[config.mk]
export PLATFORM = sky130hd
export DESIGN_NAME = dvp_tx
export DESIGN_NICKNAME = d
export VERILOG_FILES = /design/src/rtl/dvp_pkg.sv /design/src/rtl/dvp_timing_gen.sv /design/src/rtl/dvp_tx.sv
export SDC_FILE = /design/constraint.sdc
export NUM_CORES = 1
export LEC_CHECK = 0
export CORE_ASPECT_RATIO = 0.8
export CORE_MARGIN = 2
export CORE_UTILIZATION = 40
export CTS_CLUSTER_DIAMETER = 60
export CTS_CLUSTER_SIZE = 25
export DETAILED_ROUTE_END_ITERATION = 7
export PLACE_DENSITY = 0.65
export SYNTH_ARGS = -nofsm -noshare
export SYNTH_HDL_FRONTEND = slang
export SYNTH_SLANG_ARGS = --single-unit
[constraint.sdc]
create_clock -name wb_clk_i -period 5.9 [get_ports wb_clk_i]
set_input_delay 1.18 -clock wb_clk_i [delete_from_list [all_inputs] [get_ports wb_clk_i]]
set_output_delay 1.18 -clock wb_clk_i [all_outputs]
set_load 0.01 [all_outputs]
[src/rtl/dvp_pkg.sv]
// Shared types and default timing for the DVP transmitter.
// Used by dvp_tx and dvp_timing_gen; see dvp_tx.sv for the DVP_TX_TEST_PATTERN_EN option.
package dvp_pkg;

  typedef enum logic [2:0] {
    ST_IDLE   = 3'd0,
    ST_VS     = 3'd1,
    ST_VBLANK = 3'd2,
    ST_ACTIVE = 3'd3,
    ST_HBLANK = 3'd4
  } dvp_state_t;

  localparam int DVP_DATA_W   = 8;
  localparam int DVP_H_ACTIVE = 16;
  localparam int DVP_H_BLANK  = 4;
  localparam int DVP_V_ACTIVE = 8;
  localparam int DVP_VS_LINES = 1;
  localparam int DVP_V_BLANK  = 2;

  function automatic int max3(input int a, input int b, input int c);
    int m;
    m = (a > b) ? a : b;
    return (m > c) ? m : c;
  endfunction

  // Width of a counter that must hold 0..max_count (never narrower than 1 bit).
  function automatic int cnt_w(input int max_count);
    return (max_count < 1) ? 1 : $clog2(max_count + 1);
  endfunction

endpackage

[src/rtl/dvp_timing_gen.sv]
// DVP frame/line state machine: slot phase toggle, pixel/line counters and strobes.
// Next-slot column/line ports exist only when DVP_TX_TEST_PATTERN_EN is defined.
module dvp_timing_gen
  import dvp_pkg::*;
#(
  parameter int  H_ACTIVE = DVP_H_ACTIVE,
  parameter int  H_BLANK  = DVP_H_BLANK,
  parameter int  V_ACTIVE = DVP_V_ACTIVE,
  parameter int  VS_LINES = DVP_VS_LINES,
  parameter int  V_BLANK  = DVP_V_BLANK,
  localparam int PIX_W    = cnt_w(H_ACTIVE + H_BLANK - 1),
  localparam int LINE_W   = cnt_w(max3(VS_LINES, V_BLANK, V_ACTIVE) - 1)
) (
  input  logic              clk_i,
  input  logic              rst_i,
  input  logic              enable_i,
  output logic              phase_o,
  output logic              vsync_o,
  output logic              href_o,
  output logic              pix_req_o,
  output logic              idle_exit_o,
  output logic              frame_done_o
`ifdef DVP_TX_TEST_PATTERN_EN
  ,
  output logic              frame_start_o,
  output logic [PIX_W-1:0]  nxt_col_o,
  output logic [LINE_W-1:0] nxt_line_o
`endif
);

  localparam logic [PIX_W-1:0]  LINE_LAST = PIX_W'(H_ACTIVE + H_BLANK - 1);
  localparam logic [PIX_W-1:0]  ACT_LAST  = PIX_W'(H_ACTIVE - 1);
  localparam logic [PIX_W-1:0]  HBL_LAST  = PIX_W'(H_BLANK - 1);
  localparam logic [LINE_W-1:0] VS_LAST   = LINE_W'(VS_LINES - 1);
  localparam logic [LINE_W-1:0] VBL_LAST  = LINE_W'(V_BLANK - 1);
  localparam logic [LINE_W-1:0] VACT_LAST = LINE_W'(V_ACTIVE - 1);

  dvp_state_t        state_q, state_d;
  logic              phase_q, phase_d;
  logic [PIX_W-1:0]  pix_q, pix_d;
  logic [LINE_W-1:0] line_q, line_d;
  logic              done;

  always_ff @(posedge clk_i) begin
    if (rst_i) begin
      state_q <= ST_IDLE;
      phase_q <= 1'b0;
      pix_q   <= '0;
      line_q  <= '0;
    end else begin
      state_q <= state_d;
      phase_q <= phase_d;
      pix_q   <= pix_d;
      line_q  <= line_d;
    end
  end

  // Slot boundaries fall at the end of phase 1, i.e. on the pclk 1->0 edge.
  always_comb begin
    state_d = state_q;
    phase_d = ~phase_q;
    pix_d   = pix_q;
    line_d  = line_q;
    done    = 1'b0;
    case (state_q)
      ST_IDLE: begin
        phase_d = 1'b0;
        if (enable_i) state_d = ST_VS;
      end
      ST_VS: if (phase_q) begin
        if (pix_q == LINE_LAST) begin
          pix_d = '0;
          if (line_q == VS_LAST) begin
            line_d  = '0;
            state_d = ST_VBLANK;
          end else begin
            line_d = line_q + 1'b1;
          end
        end else begin
          pix_d = pix_q + 1'b1;
        end
      end
      ST_VBLANK: if (phase_q) begin
        if (pix_q == LINE_LAST) begin
          pix_d = '0;
          if (line_q == VBL_LAST) begin
            line_d  = '0;
            state_d = ST_ACTIVE;
          end else begin
            line_d = line_q + 1'b1;
          end
        end else begin
          pix_d = pix_q + 1'b1;
        end
      end
      ST_ACTIVE: if (phase_q) begin
        if (pix_q == ACT_LAST) begin
          pix_d   = '0;
          state_d = ST_HBLANK;
        end else begin
          pix_d = pix_q + 1'b1;
        end
      end
      ST_HBLANK: if (phase_q) begin
        if (pix_q == HBL_LAST) begin
          pix_d = '0;
          if (line_q == VACT_LAST) begin
            line_d  = '0;
            done    = 1'b1;
            state_d = enable_i ? ST_VS : ST_IDLE;
          end else begin
            line_d  = line_q + 1'b1;
            state_d = ST_ACTIVE;
          end
        end else begin
          pix_d = pix_q + 1'b1;
        end
      end
      default: begin
        state_d = ST_IDLE;
        phase_d = 1'b0;
        pix_d   = '0;
        line_d  = '0;
      end
    endcase
  end

  assign phase_o      = phase_q;
  assign vsync_o      = (state_q == ST_VS);
  assign href_o       = (state_q == ST_ACTIVE);
  assign pix_req_o    = phase_q && (state_d == ST_ACTIVE);
  assign idle_exit_o  = (state_q == ST_IDLE) && (state_d == ST_VS);
  assign frame_done_o = done;

`ifdef DVP_TX_TEST_PATTERN_EN
  assign frame_start_o = (state_d == ST_VS) && (state_q != ST_VS);
  assign nxt_col_o     = pix_d;
  assign nxt_line_o    = line_d;
`endif

endmodule

[src/rtl/dvp_tx.sv]
// DVP transmitter top: pixel stream sink, output data register and sticky underrun flag.
// Define DVP_TX_TEST_PATTERN_EN to add pattern_i and the column^line test pattern generator.
module dvp_tx
  import dvp_pkg::*;
#(
  parameter int DATA_W   = DVP_DATA_W,
  parameter int H_ACTIVE = DVP_H_ACTIVE,
  parameter int H_BLANK  = DVP_H_BLANK,
  parameter int V_ACTIVE = DVP_V_ACTIVE,
  parameter int VS_LINES = DVP_VS_LINES,
  parameter int V_BLANK  = DVP_V_BLANK
) (
  input  logic              wb_clk_i,
  input  logic              wb_rst_i,
  input  logic              enable_i,
  input  logic              s_valid_i,
  input  logic [DATA_W-1:0] s_data_i,
  output logic              s_ready_o,
`ifdef DVP_TX_TEST_PATTERN_EN
  input  logic              pattern_i,
`endif
  output logic              pclk_o,
  output logic              vsync_o,
  output logic              href_o,
  output logic [DATA_W-1:0] data_o,
  output logic              frame_done_o,
  output logic              underrun_o
);

  logic              slot_end;
  logic              pix_req;
  logic              idle_exit;
  logic [DATA_W-1:0] data_q, data_d;
  logic              underrun_q, underrun_d;

`ifdef DVP_TX_TEST_PATTERN_EN
  localparam int PIX_W  = cnt_w(H_ACTIVE + H_BLANK - 1);
  localparam int LINE_W = cnt_w(max3(VS_LINES, V_BLANK, V_ACTIVE) - 1);

  logic              frame_start;
  logic [PIX_W-1:0]  nxt_col;
  logic [LINE_W-1:0] nxt_line;
  logic              pattern_q;
  logic [DATA_W-1:0] pat_px;
`endif

  dvp_timing_gen #(
    .H_ACTIVE (H_ACTIVE),
    .H_BLANK  (H_BLANK),
    .V_ACTIVE (V_ACTIVE),
    .VS_LINES (VS_LINES),
    .V_BLANK  (V_BLANK)
  ) u_timing (
    .clk_i        (wb_clk_i),
    .rst_i        (wb_rst_i),
    .enable_i     (enable_i),
    .phase_o      (slot_end),
    .vsync_o      (vsync_o),
    .href_o       (href_o),
    .pix_req_o    (pix_req),
    .idle_exit_o  (idle_exit),
    .frame_done_o (frame_done_o)
`ifdef DVP_TX_TEST_PATTERN_EN
    ,
    .frame_start_o (frame_start),
    .nxt_col_o     (nxt_col),
    .nxt_line_o    (nxt_line)
`endif
  );

`ifdef DVP_TX_TEST_PATTERN_EN
  // Pattern mode is latched per frame so a mid-frame change of pattern_i has no effect.
  always_ff @(posedge wb_clk_i) begin
    if (wb_rst_i) begin
      pattern_q <= 1'b0;
    end else if (frame_start) begin
      pattern_q <= pattern_i;
    end
  end

  assign pat_px    = DATA_W'(nxt_col) ^ DATA_W'(nxt_line);
  assign s_ready_o = pix_req && !pattern_q;
`else
  assign s_ready_o = pix_req;
`endif

  // data_q loads only at slot boundaries, so data_o is stable across each pclk high phase.
  always_comb begin
    data_d     = data_q;
    underrun_d = underrun_q;
    if (idle_exit) underrun_d = 1'b0;
    if (slot_end) begin
      data_d = '0;
      if (s_ready_o) begin
        if (s_valid_i) data_d = s_data_i;
        else           underrun_d = 1'b1;
      end
`ifdef DVP_TX_TEST_PATTERN_EN
      if (pix_req && pattern_q) data_d = pat_px;
`endif
    end
  end

  always_ff @(posedge wb_clk_i) begin
    if (wb_rst_i) begin
      data_q     <= '0;
      underrun_q <= 1'b0;
    end else begin
      data_q     <= data_d;
      underrun_q <= underrun_d;
    end
  end

  assign pclk_o     = slot_end;
  assign data_o     = data_q;
  assign underrun_o = underrun_q;

endmodule

# [Word level (Yosys, flattened, before mapping)]
# Index checks and enable logic that the tools add are counted.
[classes] add_sub_neg=2 mul=0 div=0 n_lt_le_gt_ge=0 eq_ne=19 shifts=0 n_mux=41 bitwise_logic=4 n_reduce_logical=10
[ops] op="2-to-1 mux 3 bit" count=21
[ops] op="2-to-1 mux 5 bit" count=6
[ops] op="one-hot mux 5 bit (4 select lines)" count=1
[ops] op="2-to-1 mux 8 bit" count=2
[ops] op="inequality test 2 x 1 -> 1 bit, second input constant" count=8
[ops] op="one-hot mux 3 bit (5 select lines)" count=1
[ops] op="one-hot mux 3 bit (4 select lines)" count=1
[ops] op="== test 3 x 1 -> 1 bit, second input constant" count=3
[ops] op="== test 3 x 2 -> 1 bit, second input constant" count=3
[ops] op="2-to-1 mux 1 bit" count=9
[ops] op="AND reduction 7 bit" count=1
[ops] op="== test 3 bit, second input constant" count=2
[ops] op="zero test 3 bit" count=2
[ops] op="OR reduction 2 bit" count=3
[ops] op="adder 5 x 1 -> 5 bit, second input constant" count=1
[ops] op="== test 5 x 2 -> 1 bit, second input constant" count=1
[ops] op="== test 5 x 4 -> 1 bit, second input constant" count=1
[ops] op="== test 5 bit, second input constant" count=1
[ops] op="NOT 1 bit" count=4
[ops] op="AND reduction 4 bit" count=1
[ops] op="OR reduction 4 bit" count=1
[ops] op="adder 3 x 1 -> 3 bit, second input constant" count=1
[ops] op="logical AND 1 bit" count=2
[word_totals] reg_bits=21 latch_bits=0 ramBits=0 rom_bits=0 inputBits=12 mem_count=0

# [Longest topological paths before layout]
# Gate-level depths: netlist of run 1.
[logic_depth] depth_word=11 depth_mapped=9 mapped_depth_nobuf=9

# [By module]
# Synthesis of run 1 repeated with hierarchy kept, for this count alone.
[hier_totals] hier_cells=162 hier_area_um2=1332.5
[modules_own_cells] mod="dvp_timing_gen" n_inst=1 cells_each=122 area_each_um2=938.4 seq_area_each_um2=240.2
[modules_own_cells] mod="dvp_tx" n_inst=1 cells_each=40 area_each_um2=394.1 seq_area_each_um2=180.2

# [Least setup slack after synthesis of run 1]
# Ideal clock, no wire load.
[synth_path] kind="input -> output" start="input enable_i" end="output s_ready_o" arrival_ns=1.935 setup_slack_ns=2.785 cell_stages=4 path_buffers=0 cell_sequence="nor2b_1 o32a_1 and2_1 nor2_1"
[synth_via] elab_chain_len=7
[synth_lines] item="from (decl)" line="dvp_tx.sv:15" source="input logic enable_i,"
[synth_lines] item="2-to-1 mux 1 bit" line="dvp_timing_gen.sv:110" source="state_d = enable_i ? ST_VS : ST_IDLE;"
[synth_lines] item="2-to-1 mux 3 bit" line="dvp_timing_gen.sv:107" source="if (line_q == VACT_LAST) begin"
[synth_lines] item="2-to-1 mux 3 bit" line="dvp_timing_gen.sv:105" source="if (pix_q == HBL_LAST) begin"
[synth_lines] item="2-to-1 mux 3 bit" line="dvp_timing_gen.sv:104" source="ST_HBLANK: if (phase_q) begin"
[synth_lines] item="one-hot mux 3 bit (5 select lines) (*)" line="dvp_timing_gen.sv:65" source="case (state_q)"
[synth_lines] item="== test 3 x 2 -> 1 bit (*)" line="dvp_timing_gen.sv:131" source="assign pix_req_o = phase_q && (state_d == ST_ACTIVE);"
[synth_lines] item="logical AND 1 bit (*)" line="dvp_timing_gen.sv:131"
[synth_lines] item="to (decl)" line="dvp_tx.sv:18" source="output logic s_ready_o,"
# Mark *: on every way between the ends. The rest lies on a longest branch, timed or not.

# [Final worst setup path of run 1]
# Ends and elaborated chain as after synthesis.

==> results.yml, run 1 <==
drt:
  drc: 0
  drtIter0Drc: 122
  final_antenna_net_count: 0
  routed_via_density: 5.61
  wirelength_um: 3070
  dr.pass1.iters: 4
  wl_per_cell_um: 14.9
  num_vias: 1155
critical_path:
  crit_arrival_ns: 2.97
  slowest_delay_ns: 0.55
  worst_setup_path_start_kind: "input port"
  path_class: "in2out"
  path_common_cell: "clkdlybuf4s50_1"
  cp_num_buf_inv: 2
  crit_family: "buffers and inverters"
  cp_max_fo: 3
  critPathCaptureType: "primary output"
  worstPathCellList: "clkdlybuf4s50_1, nor2b_1, o32a_1, and2_1, nor2_1, clkdlybuf4s50_1"
  cp_data_required_time_ns: 4.72
  crit_slowest_cell: "clkdlybuf4s50_1"
status:
  status: "completed"
floorplan:
  rows: 18
  start_util_pct: 41.4
  core_um2: 3040
  io_pins: 26
  fp.dieArea_um2: 3610
  die_x_um: 66.7
  die_y_um: 54.2
global_route:
  grt_pass1_wl_um: 5150
  grt_max_degree: 16
  grt_pass1_vias: 1083
  grt_usage_pct: 18.9
  overflow: 0
  antenna_found_initial: 0
clock_network:
  cts_root_buf: "clkbuf_8"
  cts_tree: "done"
  clk_latency_ns: 0.27
  post_cts_resize_count: 0
  ctsHoldBuffers: 0
  h-tree-depth: 1
  cts_sinks: 21
  cts_buffer_depth: 2
  cts_setup_buffers: 0
  clk_pin_slew_ns: 0.07
  numCtsBuffers: 3
timing:
  min_period_ns: 4.15
  fmax_ghz: 0.241
  slew_violations: 0
  whs_ns: 0.481
  setup-tns-final_ns: 0
  rsz0062_at_grt: "no"
  hold_viol: 0
  setup_viol: 0
  fin_skew_ns: 0.00738
  relSlewSlack_pct: 54.9
  worst_slew_pin_slew_ns: 0.674
  post-route-period-util_pct: 70.4
logic_synthesis:
  ys_seq_elements: 21
  synthAdderAreaFrac_pct: 6.96
  ys_warn_count: 0
  synth-edff-count: 0
  ys_dominant_reg_cell: "dfxtp_1"
  syn_area_um2: 1260
  synthCells: 143
  synth_cell_types: 42
  seq_area_frac_synth_pct: 33.4
  synth_nets: 162
  synth_compound_area_share_pct: 25.2
  avgSynthCellArea_um2: 8.80
  synth_top_family_by_area: "simple AND/OR/NAND/NOR gates"
  muxShareOfSynthArea_pct: 2.49
  async_flop_share_pct: 0
  yosys.area_share.simple_pct: 26.3
  synth_xor_area_share_pct: 0.696
power_and_ir_drop:
  p_leak_uw: 0.000567
  powerDensity_nw_per_um2: 172
  vdd_ir_drop_max_mv: 0.122
placed_design:
  gp_congestion: 0.886
  portBuffers: 25
  dp_hpwl_um: 2290
finish:
  areaGrowthSynthToFinish_pct: 25.5
  fill_cells: 291
  drive_above_1_share_pct: 6.02
  n_antenna_cell: 0
  finish.net_count: 186
job:
  cap_violations: 0
hold_path:
  hold_path.class: "reg2reg"
==> sequential cells by signal, summed over array words and instances, names as in the netlist <==
name	flops
u_timing.phase_o	1
underrun_o	1
u_timing.pix_q	5
data_o	8
u_timing.state_q	3
u_timing.line_q	3
==> layout make-up <==
type                            instances  area [um2]  share of cell area [%]
Multi-Input combinational cell        106         777                    49.2
Sequential cell                        21         420                    26.6
Timing Repair Buffer                   25         250                    15.8
Tap cell                               40        50.0                    3.17
Clock buffer                            4        45.0                    2.85
Inverter                               10        37.5                    2.38
==> placed cells by master, fill, tap and decap left out, types with 4 or more instances in the layout <==
cell / instances
nand2b_1: 4
nand2_1: 12
clkdlybuf4s50_1: 25
ha_1: 7
a22o_1: 9
inv_1: 10
dfxtp_1: 21
nor2_1: 14
a21oi_1: 11
nand3_1: 8
==> routing by layer <==
metal / global-route usage, % / vias to the layer above / wire length (um)
li1: - / 566 / -
met1: 26.4 / 556 / 1420
met2: 29.0 / 29 / 1470
met3: 5.23 / 4 / 157
met4: 4.42 / 0 / 24
met5: 0 / - / 0
==> synthesized netlist by cell type (all sizes together), types with 2 or more instances <==
master   instances  area [um2]
a21oi           11        55.1
o31ai            2        15.0
nand2b           5        38.8
nor4             2        27.5
a22o             9        78.8
buf              2        8.75
dfxtp           21         420
o21ai            2        10.0
nand3            8        40.0
nand2           12        45.0
nor2            14        52.6
mux2i            2        20.0
nand4bb          2        22.5
nor3b            3        22.5
o211ai           2        15.0
and2             2        12.5
a21boi           2        15.0
and3b            2        17.5
nor2b            2        12.5
clkbuf           4        15.0
inv             10        37.5
ha               7        87.6
==> logic make-up after synthesis <==
kind of cell | Yosys count
flip-flops | 21
buffers and inverters | 16
multiplexers | 3
XOR/XNOR | 1
AO/OA/AOI/OAI | 38
AND/OR/NAND/NOR | 57
adder cells (fa/ha/maj) | 7
==> through the flow <==
stage	setup slack (ns)	std cells	instance area (um2)	utilization (%)	power [uW]
finish	1.75	206	1580	52.0	271
floorplan	2.79	143	1260	-	164
global route	1.67	206	1580	52.0	285
detailed placement	1.76	202	1540	50.5	177
CTS	1.75	206	1580	52.0	277
global placement	1.76	202	1540	50.5	177
==> worst reg2reg max path: cells and delay by family, from the launching register on <==
family          cells  cell delay, ns
compound gates      4            1.27
flops               1            0.34
simple gates        1            0.52
fa+ha+maj           2            0.43
==> power by group <==
part | total [uW] | leakage, uW | switching (uW) | internal, uW
clock | 97.3 | 0.0000228 | 49.1 | 48.2
combinational | 26.8 | 0.000374 | 13.6 | 13.2
sequential | 147 | 0.000170 | 4.13 | 143
==> worst paths after layout <==
kind / startpoint / end / slack [ns] / cells after the start
max reg2reg: u_timing.line_q[0]$_SDFFE_PP0P_ / data_o[5]$_SDFFE_PP0P_ / 3.27 / 7
min reg2reg: data_o[0]$_SDFFE_PP0P_ / data_o[0]$_SDFFE_PP0P_ / 0.48 / 1
max: enable_i / s_ready_o / 1.75 / 6
min: data_o[0]$_SDFFE_PP0P_ / data_o[0]$_SDFFE_PP0P_ / 0.48 / 1
Power figures use the tool's default switching activity.
==> run 2, diff against run 1 <==
--- a/config.mk
+++ b/config.mk
@@ -11,7 +11,7 @@
 export CTS_CLUSTER_DIAMETER = 60
 export CTS_CLUSTER_SIZE = 25
 export DETAILED_ROUTE_END_ITERATION = 7
-export PLACE_DENSITY = 0.65
+export PLACE_DENSITY = 0.67
 export SYNTH_ARGS = -nofsm -noshare
 export SYNTH_HDL_FRONTEND = slang
 export SYNTH_SLANG_ARGS = --single-unit
==> constraint.sdc (replaced) <==
create_clock -name wb_clk_i -period 3.5 [get_ports wb_clk_i]
set_input_delay 0.7 -clock wb_clk_i [delete_from_list [all_inputs] [get_ports wb_clk_i]]
set_output_delay 0.7 -clock wb_clk_i [all_outputs]
set_load 0.01 [all_outputs]
==> results.yml, run 2 (synthesized netlist as in run 1, its figures left out) <==
finish:
  areaGrowthSynthToFinish_pct: 28.4
  finish.net_count: 189
  largest_reg_flops: 8
  layout_common_cells: "24 x clkdlybuf4s50_1, 21 x dfxtp_1, 14 x nor2_1, 12 x nand2_1, 11 x a21oi_1"
  final_common_cell: "clkdlybuf4s50_1"
  drive_above_1_share_pct: 7.69
  fill_cells: 303
  n_antenna_cell: 0
  finish.instance_area_um2: 1620
floorplan:
  fp.dieArea_um2: 3610
  rows: 18
  start_util_pct: 41.4
  core_um2: 3040
  io_pins: 26
  die_x_um: 66.7
  die_y_um: 54.2
power_and_ir_drop:
  p_leak_uw: 0.000602
  vdd_ir_drop_max_mv: 0.265
  finalPower_uw: 456
  powerDensity_nw_per_um2: 282
clock_network:
  cts_tree: "done"
  numCtsBuffers: 3
  cts_buffer_depth: 2
  clk_pin_slew_ns: 0.08
  cts_root_buf: "clkbuf_8"
  cts_sinks: 21
  clk_latency_ns: 0.26
  h-tree-depth: 1
critical_path:
  r2r_cells: 7
  worst_setup_path_start_kind: "flip-flop"
  path_common_cell: "ha_1"
  slowest_delay_ns: 0.53
  critPathCaptureType: "primary output"
  r2r-start: "u_timing.line_q[0]$_SDFFE_PP0P_"
  crit_family: "simple AND/OR/NAND/NOR gates"
  cp_num_buf_inv: 1
  crit_slowest_cell: "or4b_4"
  startpoint: "u_timing.line_q[0]$_SDFFE_PP0P_"
  cp_data_required_time_ns: 2.80
  worstSetupEndpoint: "s_ready_o"
  cp.depth: 7
  r2r-end: "data_o[6]$_SDFFE_PP0P_"
  path_class: "reg2out"
  crit_arrival_ns: 2.36
  cp_max_fo: 4
  worstPathCellList: "ha_1, ha_1, or4b_4, o32ai_4, o2111ai_4, nor2_1, dlymetal6s2s_1"
  rrSetupSlack_ns: 0.80
timing:
  relSlewSlack_pct: 56.3
  hold_viol: 0
  rsz0062_at_grt: "no"
  whs_ns: 0.474
  fmax_ghz: 0.327
  setup_viol: 0
  fin_skew_ns: 0.00730
  slew_violations: 0
  post-route-period-util_pct: 87.3
  setup_slack_ns: 0.444
  worst_slew_pin_slew_ns: 0.653
  min_period_ns: 3.06
  setup-tns-final_ns: 0
placed_design:
  pre_cts_slack_ns: 0.327
  post_dp_cell_area_um2: 1550
  dp_hpwl_um: 2450
  gp_congestion: 0.902
  portBuffers: 25
global_route:
  grt_pass1_wl_um: 5030
  grt_pass1_vias: 1055
  antenna_found_initial: 0
  grt_max_degree: 16
  overflow: 0
  grt_usage_pct: 18.7
drt:
  final_antenna_net_count: 0
  wl_per_cell_um: 15.0
  wirelength_um: 3130
  met2_length_um: 1430
  routed_via_density: 5.42
  met1_length_um: 1490
  dr.pass1.iters: 4
  drc: 0
  drtIter0Drc: 137
  met3_wirelength_um: 193
  highest_layer: "met4"
  num_vias: 1132
status:
  status: "completed"
job:
  cap_violations: 0
hold_path:
  hold_path.class: "reg2reg"
  min_from: "u_timing.pix_q[1]$_SDFFE_PP0P_"
[run 2: repair_timing]
| item | in CTS | in global routing |
|---|---|---|
| setup buffers | 0 | 1 |
| endpoints found under the setup margin | 0 | 1 |
| resized for setup | 0 | 2 |
| hold buffers | 0 | 0 |
[run 2: worst min path at each step]
stage                                                 to  slack [ns]  depth (start not counted)
after detailed placement  u_timing.pix_q[1]$_SDFFE_PP0P_        0.47                          2
after global placement            data_o[5]$_SDFFE_PP0P_        0.46                          1
after floorplan           u_timing.pix_q[1]$_SDFFE_PP0P_        0.45                          2
after global routing      u_timing.pix_q[1]$_SDFFE_PP0P_        0.49                          2
final                     u_timing.pix_q[1]$_SDFFE_PP0P_        0.47                          2
after CTS                 u_timing.pix_q[1]$_SDFFE_PP0P_        0.48                          2
[run 2: per-stage QoR]
stage	std cells	utilization [%]
floorplan	143	-
CTS	208	52.5
finish	209	53.2
global route	209	53.2
global placement	204	51.0
detailed placement	204	51.0
[run 2: routing by layer]
layer  global-route usage, %  vias to the layer above
met5                       0                        -
met4                    4.42                        0
met3                    6.07                        2
met2                    28.5                       33
met1                    25.8                      521
li1                        -                      576
[run 2: worst reg2reg max path: stages, from the launching register on]
cell	delay (ns)
dfxtp_1	0.35
ha_1	0.21
ha_1	0.24
or4b_4	0.53
o32ai_4	0.32
o2111ai_4	0.17
a2111oi_4	0.61
a22o_1	0.21
[run 2: power breakdown]
part | total (uW) | internal [uW] | switching (uW)
sequential | 243 | 241 | 2.39
combinational | 52.9 | 24.5 | 28.4
clock | 160 | 81.1 | 78.8
[run 2: final cells by class]
class	count	area, um2	area share [%]
inverter	10	37.5	2.32
sequential	21	420	26.0
tap	40	50.0	3.10
clock buffer	4	45.0	2.79
timing repair buffer	28	275	17.0
multi-input combinational	106	788	48.8
==> run 3, diff against run 2 <==
--- a/config.mk
+++ b/config.mk
@@ -11,6 +11,7 @@
 export CTS_CLUSTER_DIAMETER = 60
 export CTS_CLUSTER_SIZE = 25
 export DETAILED_ROUTE_END_ITERATION = 7
+export GPL_TIMING_DRIVEN = 0
 export PLACE_DENSITY = 0.67
 export SYNTH_ARGS = -nofsm -noshare
 export SYNTH_HDL_FRONTEND = slang
==> results.yml, run 3 (synthesized netlist as in run 1, its figures left out) <==
placed_design:
  post_dp_cell_area_um2: 1550
  portBuffers: 24
  place_inst: 207
  gp_congestion: 0.939
  pre_cts_slack_ns: 0.276
  dp_hpwl_um: 2300
critical_path:
  crit_family: "simple AND/OR/NAND/NOR gates"
  cp_num_buf_inv: 1
  cp.depth: 7
  r2r-start: "u_timing.line_q[0]$_SDFFE_PP0P_"
  startpoint: "u_timing.line_q[0]$_SDFFE_PP0P_"
  cp_data_required_time_ns: 2.80
  crit_arrival_ns: 2.69
  rrSetupSlack_ns: 0.87
  worstPathCellList: "ha_1, ha_1, or4b_4, o32ai_4, o2111ai_2, nor2_1, clkdlybuf4s50_1"
  r2r_cells: 7
  critPathCaptureType: "primary output"
  path_common_cell: "ha_1"
  path_class: "reg2out"
  slowest_delay_ns: 0.54
  r2r-end: "data_o[1]$_SDFFE_PP0P_"
  worst_setup_path_start_kind: "flip-flop"
  worstSetupEndpoint: "s_ready_o"
  crit_slowest_cell: "clkdlybuf4s50_1"
  cp_max_fo: 4
drt:
  num_vias: 1118
  drc: 0
  drtIter0Drc: 73
  dr.pass1.iters: 4
  wirelength_um: 3010
  routed_via_density: 5.30
  final_antenna_net_count: 0
  wl_per_cell_um: 14.3
timing:
  setup_viol: 0
  worst_slew_pin_slew_ns: 0.576
  setup_slack_ns: 0.113
  rsz0062_at_grt: "no"
  min_period_ns: 3.39
  post-route-period-util_pct: 96.8
  fin_skew_ns: 0.00542
  relSlewSlack_pct: 61.2
  slew_violations: 0
  hold_viol: 0
  setup-tns-final_ns: 0
  fmax_ghz: 0.295
finish:
  largest_reg_flops: 8
  finish.instance_area_um2: 1610
  regArea_um2: 420
  finish.net_count: 191
  final_common_cell: "clkdlybuf4s50_1"
  areaGrowthSynthToFinish_pct: 27.6
  layout_common_cells: "24 x clkdlybuf4s50_1, 21 x dfxtp_1, 14 x nor2_1, 12 x nand2_1, 11 x a21oi_1"
  final_core_util_pct: 52.8
  fill_cells: 283
  drive_above_1_share_pct: 8.19
  multi_input_area_um2: 790
  n_antenna_cell: 0
  instances_no_fill: 211
clock_network:
  h-tree-depth: 1
  cts_setup_buffers: 0
  cts_buffer_depth: 2
  clk_latency_ns: 0.27
  cts_tree: "done"
  cts_sinks: 21
  clk_pin_slew_ns: 0.08
  numCtsBuffers: 3
  cts_root_buf: "clkbuf_8"
  ctsHoldBuffers: 0
global_route:
  overflow: 0
  antenna_found_initial: 0
  grt_pass1_vias: 1056
  grt_usage_pct: 18.7
  grt_max_degree: 12
  grt_pass1_wl_um: 4970
floorplan:
  die_y_um: 54.2
  core_um2: 3040
  die_x_um: 66.7
  start_util_pct: 41.4
  io_pins: 26
  fp.dieArea_um2: 3610
  rows: 18
job:
  cap_violations: 0
power_and_ir_drop:
  powerDensity_nw_per_um2: 285
  vdd_ir_drop_max_mv: 0.196
  p_leak_uw: 0.000571
hold_path:
  hold_path.class: "reg2reg"
status:
  status: "completed"
## run 3: changes by cell type in the layout (fill, tap and decap cells not counted), sizes merged
cell,delta
buf,-1
clkbuf,+4
dlymetal6s2s,-1
## run 3: layer usage
metal / vias up / routed length, um / GRT usage (%)
met2: 25 / 1340 / 28.2
met1: 513 / 1460 / 25.6
li1: 574 / - / -
met3: 6 / 147 / 4.81
met4: 0 / 66 / 7.82
met5: - / 0 / 0
## run 3: report_power, final
part | switching [uW] | internal (uW)
clock network | 81.6 | 81.3
registers | 2.87 | 241
logic | 28.0 | 22.9
total | 112 | 345
## run 3: worst min-delay path by stage
stage	from	to	cells past startpoint
5_1_grt	u_timing.pix_q[1]$_SDFFE_PP0P_	u_timing.pix_q[1]$_SDFFE_PP0P_	2
3_3_place_gp	u_timing.pix_q[1]$_SDFFE_PP0P_	u_timing.pix_q[1]$_SDFFE_PP0P_	2
4_1_cts	u_timing.pix_q[1]$_SDFFE_PP0P_	u_timing.pix_q[1]$_SDFFE_PP0P_	2
2_1_floorplan	u_timing.pix_q[1]$_SDFFE_PP0P_	u_timing.pix_q[1]$_SDFFE_PP0P_	2
3_5_place_dp	data_o[4]$_SDFFE_PP0P_	data_o[4]$_SDFFE_PP0P_	1
6_report	data_o[4]$_SDFFE_PP0P_	data_o[4]$_SDFFE_PP0P_	1
## run 3: repair_timing
item | in CTS | in global routing
gates resized for setup | 0 | 3
setup endpoints to repair | 0 | 1
hold endpoints to repair | 0 | 0
## run 3: stage by stage
stage | hold WS [ns] | total power (uW)
4_1_cts | 0.480 | 463
3_3_place_gp | 0.462 | 299
5_1_grt | 0.500 | 478
3_5_place_dp | 0.463 | 299
2_1_floorplan | 0.449 | 277
6_report | 0.481 | 458
## run 3: cell type report
| class | count | share of cell area, % |
|---|---|---|
| multi-input combinational | 106 | 49.1 |
| clock buffer | 4 | 2.80 |
| timing repair buffer | 24 | 15.0 |
| buffer | 6 | 1.48 |
| inverter | 10 | 2.34 |
| sequential | 21 | 26.2 |
| tap | 40 | 3.12 |
